### config.mk
export PLATFORM = sky130hd
export DESIGN_NAME = fetch_stage
export DESIGN_NICKNAME = d
export VERILOG_FILES = /design/src/rtl/fetch_stage.sv
export SDC_FILE = /design/constraint.sdc
export NUM_CORES = 1
export LEC_CHECK = 0
export CAP_MARGIN = 15
export CORE_MARGIN = 1
export CORE_UTILIZATION = 40
export CTS_CLUSTER_DIAMETER = 80
export DETAILED_ROUTE_END_ITERATION = 12
export MAX_ROUTING_LAYER = met4
export PLACE_DENSITY = 0.6
export SETUP_SLACK_MARGIN = 0.5
export SYNTH_ARGS = -nofsm -noshare
export SYNTH_HDL_FRONTEND = slang
export SYNTH_HIERARCHICAL = 1
export SYNTH_SLANG_ARGS = --single-unit
### constraint.sdc
create_clock -name clk -period 7.2 [get_ports clk]
set_input_delay 1.44 -clock clk [delete_from_list [all_inputs] [get_ports clk]]
set_output_delay 1.44 -clock clk [all_outputs]
set_load 0.02 [all_outputs]
### src/rtl/fetch_stage.sv
// Instruction-fetch stage: PC register, shared ALU used as the PC incrementer,
// next-PC select and the fetch/decode pipeline register.

module pc_register #(
    parameter int                 WIDTH    = 16,
    parameter logic [WIDTH-1:0]   RESET_PC = '0
) (
    input  logic             clk,
    input  logic             reset,
    input  logic             stall,
    input  logic [WIDTH-1:0] address_in,
    output logic [WIDTH-1:0] address_out
);

    logic [WIDTH-1:0] address_d;
    logic [WIDTH-1:0] address_q;

    always_comb begin
        address_d = address_q;
        if (!stall) begin
            address_d = address_in;
        end
    end

    // NOTE: state registers use non-blocking (<=) so every flop samples its
    // inputs as they were just before the edge, independent of block order.
    always_ff @(posedge clk or negedge reset) begin
        if (!reset) begin
            address_q <= RESET_PC;
        end else begin
            address_q <= address_d;
        end
    end

    assign address_out = address_q;

endmodule


module alu #(
    parameter int WIDTH = 16
) (
    input  logic [2:0]       alu_op,
    input  logic [WIDTH-1:0] src_a,
    input  logic [WIDTH-1:0] src_b,
    output logic [WIDTH-1:0] alu_result,
    output logic             flag_n,
    output logic             flag_z
);

    typedef enum logic [2:0] {
        ALU_AND  = 3'b000,
        ALU_ADD  = 3'b001,
        ALU_SUB  = 3'b010,
        ALU_OR   = 3'b011,
        ALU_XOR  = 3'b100,
        ALU_SHL  = 3'b101,
        ALU_SHR  = 3'b110,
        ALU_PASS = 3'b111
    } alu_op_e;

    // NOTE: the result gets a default before the case so no path through the
    // block leaves it unassigned, which would otherwise infer a latch.
    always_comb begin
        alu_result = '0;
        case (alu_op_e'(alu_op))
            ALU_AND:  alu_result = src_a & src_b;
            ALU_ADD:  alu_result = src_a + src_b;
            ALU_SUB:  alu_result = src_a - src_b;
            ALU_OR:   alu_result = src_a | src_b;
            ALU_XOR:  alu_result = src_a ^ src_b;
            ALU_SHL:  alu_result = src_a << src_b[3:0];
            ALU_SHR:  alu_result = src_a >> src_b[3:0];
            ALU_PASS: alu_result = src_b;
            default:  alu_result = '0;
        endcase
    end

    assign flag_n = alu_result[WIDTH-1];
    assign flag_z = (alu_result == '0);

endmodule


module pc_mux #(
    parameter int WIDTH = 16
) (
    input  logic             sel,
    input  logic [WIDTH-1:0] in_seq,
    input  logic [WIDTH-1:0] in_redirect,
    output logic [WIDTH-1:0] pc_next
);

    assign pc_next = sel ? in_redirect : in_seq;

endmodule


module fetch_decode_register #(
    parameter int WIDTH = 16
) (
    input  logic             clk,
    input  logic             reset,
    input  logic             stall,
    input  logic             flush,
    input  logic [WIDTH-1:0] instruction_in,
    output logic [WIDTH-1:0] instruction_out
);

    logic [WIDTH-1:0] instruction_d;
    logic [WIDTH-1:0] instruction_q;

    // Flush beats stall so a squashed slot becomes a NOP even while held.
    always_comb begin
        instruction_d = instruction_q;
        if (flush) begin
            instruction_d = '0;
        end else if (!stall) begin
            instruction_d = instruction_in;
        end
    end

    always_ff @(posedge clk or negedge reset) begin
        if (!reset) begin
            instruction_q <= '0;
        end else begin
            instruction_q <= instruction_d;
        end
    end

    assign instruction_out = instruction_q;

endmodule


module fetch_stage #(
    parameter int               WIDTH    = 16,
    parameter logic [WIDTH-1:0] RESET_PC = 16'h0000
) (
    input  logic             clk,
    input  logic             reset,
    input  logic             NI,
    input  logic [WIDTH-1:0] srcB,
    input  logic             stall,
    input  logic             flush,
    input  logic [WIDTH-1:0] instruction_fetch,
    output logic [WIDTH-1:0] address_pc,
    output logic [WIDTH-1:0] pc_plus_one,
    output logic [WIDTH-1:0] instruction_decode
);

    logic [WIDTH-1:0] pc_next;
    logic             pc_flag_n_unused;
    logic             pc_flag_z_unused;

    pc_register #(
        .WIDTH    (WIDTH),
        .RESET_PC (RESET_PC)
    ) u_pc_register (
        .clk         (clk),
        .reset       (reset),
        .stall       (stall),
        .address_in  (pc_next),
        .address_out (address_pc)
    );

    // Incrementer is the shared ALU hard-wired to ADD; its flags are not used
    // on the fetch path, so a PC wrap has no side effect.
    alu #(
        .WIDTH (WIDTH)
    ) u_alu (
        .alu_op     (3'b001),
        .src_a      (WIDTH'(1)),
        .src_b      (address_pc),
        .alu_result (pc_plus_one),
        .flag_n     (pc_flag_n_unused),
        .flag_z     (pc_flag_z_unused)
    );

    pc_mux #(
        .WIDTH (WIDTH)
    ) u_pc_mux (
        .sel         (NI),
        .in_seq      (pc_plus_one),
        .in_redirect (srcB),
        .pc_next     (pc_next)
    );

    fetch_decode_register #(
        .WIDTH (WIDTH)
    ) u_fetch_decode_register (
        .clk             (clk),
        .reset           (reset),
        .stall           (stall),
        .flush           (flush),
        .instruction_in  (instruction_fetch),
        .instruction_out (instruction_decode)
    );

endmodule

==> summary.md <==
| Metric | Value |
|---|---|
| Largest net degree at the start of global routing | 47 |
| Met1 Usage GRT | 0.363 |
| Setup TNS | 0 ns |
| Global Route met3 Usage | 0.0358 |
| Post-CTS setup buffer count | 0 |
| Tightest Hold Check Type | register to register |
| # fillers | 1242 |
| Routed Antenna Nets | 0 |
| Initial antenna violation count | 0 |
| Detailed-route wire length per cell | 17.4 um |
| Clk buf depth | 2 |
| PortBufs | 84 |
| Synthesis-to-finish area growth | 29.4% |
| Final setup viols | 0 |
| Row cnt | 41 |
| Skew-Pair Late Insertion Delay | 0.28 ns |
| DR DRC count | 0 |
| Total CTS buffers | 5 |
| Final hold violation count | 0 |
| Startpoint types | register |
| Dpl cells | around 970 |
| Max Cap Viol | 0 |
| Number of global-route vias before repair | 4847 |
| First-pass GRT wire length | 26300 um |
| Crit path time final | between 5 and 6 ns |
| Layout cells sized above 1 | 0.0985 |
| Slew @ Worst Pin | 1.77 ns |
| Clock Skew | 0.00374 ns |
| Max VDD drop | 138 uV |
| GRT Total Usage | 0.266 |
| Post-DR vias/cell | 5.30 |
| CTS sink count | 32 |
| Final hold slack | 0.520 ns |
| Leakage | roughly 3.1 nW |
| Core area | 0.0127 mm^2 |
| Final std cells w/o fill | approximately 1000 |
| Crit path DAT | around 4.3 ns |
| RSZ-0062 raised after global routing | false |
| Slowest stage delay, CP | 0.68 ns |
| Reg clk slew, reported paths | ~0.05 ns |
| Die Width | 116 um |
| PwrDens | 241 mW/mm^2 |
| Hold bufs inserted after CTS | 0 |
| Outcome | complete, but fails checks |
| DP Wirelength | 13100 um |
| Initial DRC count | 451 |
| DR vias | about 5200 |
| Pins Over Slew Limit | 10 |
| Grt peak-use layer | met2 |
| Gpl congestion | 0.953 |
| Rel. slew slack | -0.198 |
| Met2 Track Usage GR | 0.418 |
| CP Capture Type | primary output |
| Die height | 116 um |
| CP required | 5.76 ns |
| Crit path max-delay family | buffers and inverters |
| Ant diodes | 0 |
| CTS Root Cell | clkbuf_16 |
| Drt total wl | between 15000 and 20000 um |
| Fmax achieved | 174 MHz |
| Setup CP Type | register to primary output |
| CTS resizes | 0 |
| Pre-antenna DRT Iters | 5 |
| Die area | ~0.014 mm^2 |
| Boundary Pins | 85 |
| Buf+Inv Stages, Crit Path | 3 |
| Period utilization | 0.800 |
| Syn Area/Cell | 8.77 um^2 |
| H-tree depth | 2 |
| Critical path's slowest cell | clkdlybuf4s50_1 |
| Synthesized cell area | 0.00524 mm^2 |
| Total power | between 1.5 and 2 mW |
| GRT overflow | 0 |
| CTS tree | yes |
| Violated checks | max-slew violations |
| Synth Warn # | 6 |
| CP Cell Sequence | buf_4 > inv_2 > and4_1 > a41oi_1 > xnor2_1 > ha_1 > nand4_1 > a211o_1 > a21oi_1 > nor2_1 > a21oi_1 > xnor2_1 > o21ai_0 > clkdlybuf4s50_1 |
| Final net count | 888 |
| Initial Utilization | 0.413 |
| Max FO, Critical Path | 27 |
| Syn Inst Count | 597 |
## report_power, final
part	internal (mW)	switching, mW
clock	0.163	0.0795
sequential	0.210	0.0657
combinational	0.508	0.604
total	0.881	0.750
## routing by layer
| metal | vias to the layer above | share of wire |
|---|---|---|
| li1 | 2492 | - |
| met1 | 2483 | 0.47 |
| met2 | 173 | 0.46 |
| met3 | 18 | 0.055 |
| met4 | 0 | 0.019 |
| met5 | - | 0 |
## layout by cell type (no fill, tap or decap), types with 5 or more instances in the layout
| cell type | count |
|---|---|
| a21oi_1 | 28 |
| a222oi_1 | 11 |
| a22o_1 | 5 |
| a31oi_1 | 10 |
| and3_1 | 9 |
| clkbuf_16 | 5 |
| clkdlybuf4s50_1 | 83 |
| conb_1 | 153 |
| dfrtp_1 | 31 |
| ha_1 | 49 |
| inv_1 | 35 |
| mux2_1 | 7 |
| mux2_2 | 22 |
| mux2_4 | 23 |
| mux2i_1 | 33 |
| mux4_2 | 16 |
| nand2_1 | 41 |
| nand2b_1 | 7 |
| nand3_1 | 11 |
| nand3b_1 | 6 |
| nor2_1 | 55 |
| nor3_1 | 10 |
| o21ai_0 | 29 |
| o22ai_1 | 7 |
| or3_1 | 6 |
| xnor2_1 | 18 |
## stage by stage
step / utilization / instance area [um^2] / setup WS [ns]
2_1_floorplan: - / 5800 / 2.16
3_3_place_gp: 0.522 / 6610 / 1.81
3_5_place_dp: 0.522 / 6610 / 1.76
4_1_cts: 0.535 / 6780 / 1.44
5_1_grt: 0.535 / 6780 / 1.15
6_report: 0.535 / 6780 / 1.44
## area by class of cell
class	count	area [um^2]	area share
well taps	172	215	0.0318
clock buffers	6	129	0.0190
clock inverters	2	35.0	0.00517
multi-input cells	638	4600	0.678
repair buffers	88	866	0.128
flip-flops and latches	32	802	0.118
inverters	36	135	0.0199
## final timing paths
| check | startpoint | end | slack, ns | cells after the start |
|---|---|---|---|---|
| setup reg to reg | u_pc_register/address_out[2]$_DFFE_PN0N_ | u_pc_register/address_out[12]$_DFFE_PN0N_ | 3.23 | 12 |
| min in group asynchronous | reset | u_pc_register/address_out[10]$_DFFE_PN0N_ | 1.57 | 2 |
| setup / recovery | u_pc_register/address_out[2]$_DFFE_PN0N_ | pc_plus_one[15] | 1.44 | 14 |
| max in group asynchronous | reset | u_pc_register/address_out[1]$_DFFE_PN0N_ | 5.28 | 2 |
| hold / removal | u_fetch_decode_register/instruction_out[4]$_DFFE_PN0P_ | u_fetch_decode_register/instruction_out[4]$_DFFE_PN0P_ | 0.52 | 2 |
| hold reg to reg | u_fetch_decode_register/instruction_out[4]$_DFFE_PN0P_ | u_fetch_decode_register/instruction_out[4]$_DFFE_PN0P_ | 0.52 | 2 |
## registers in the layout, indices dropped and copies added (netlist names)
name                                     count
u_fetch_decode_register/instruction_out     16
u_pc_register/address_out                   16
## worst min-delay path, stage by stage, from the launching register on
cell and delay (ns):
dfrtp_1 0.34, mux2i_1 0.07, nor2_1 0.07
No activity file was read; power rests on OpenSTA's default activity.
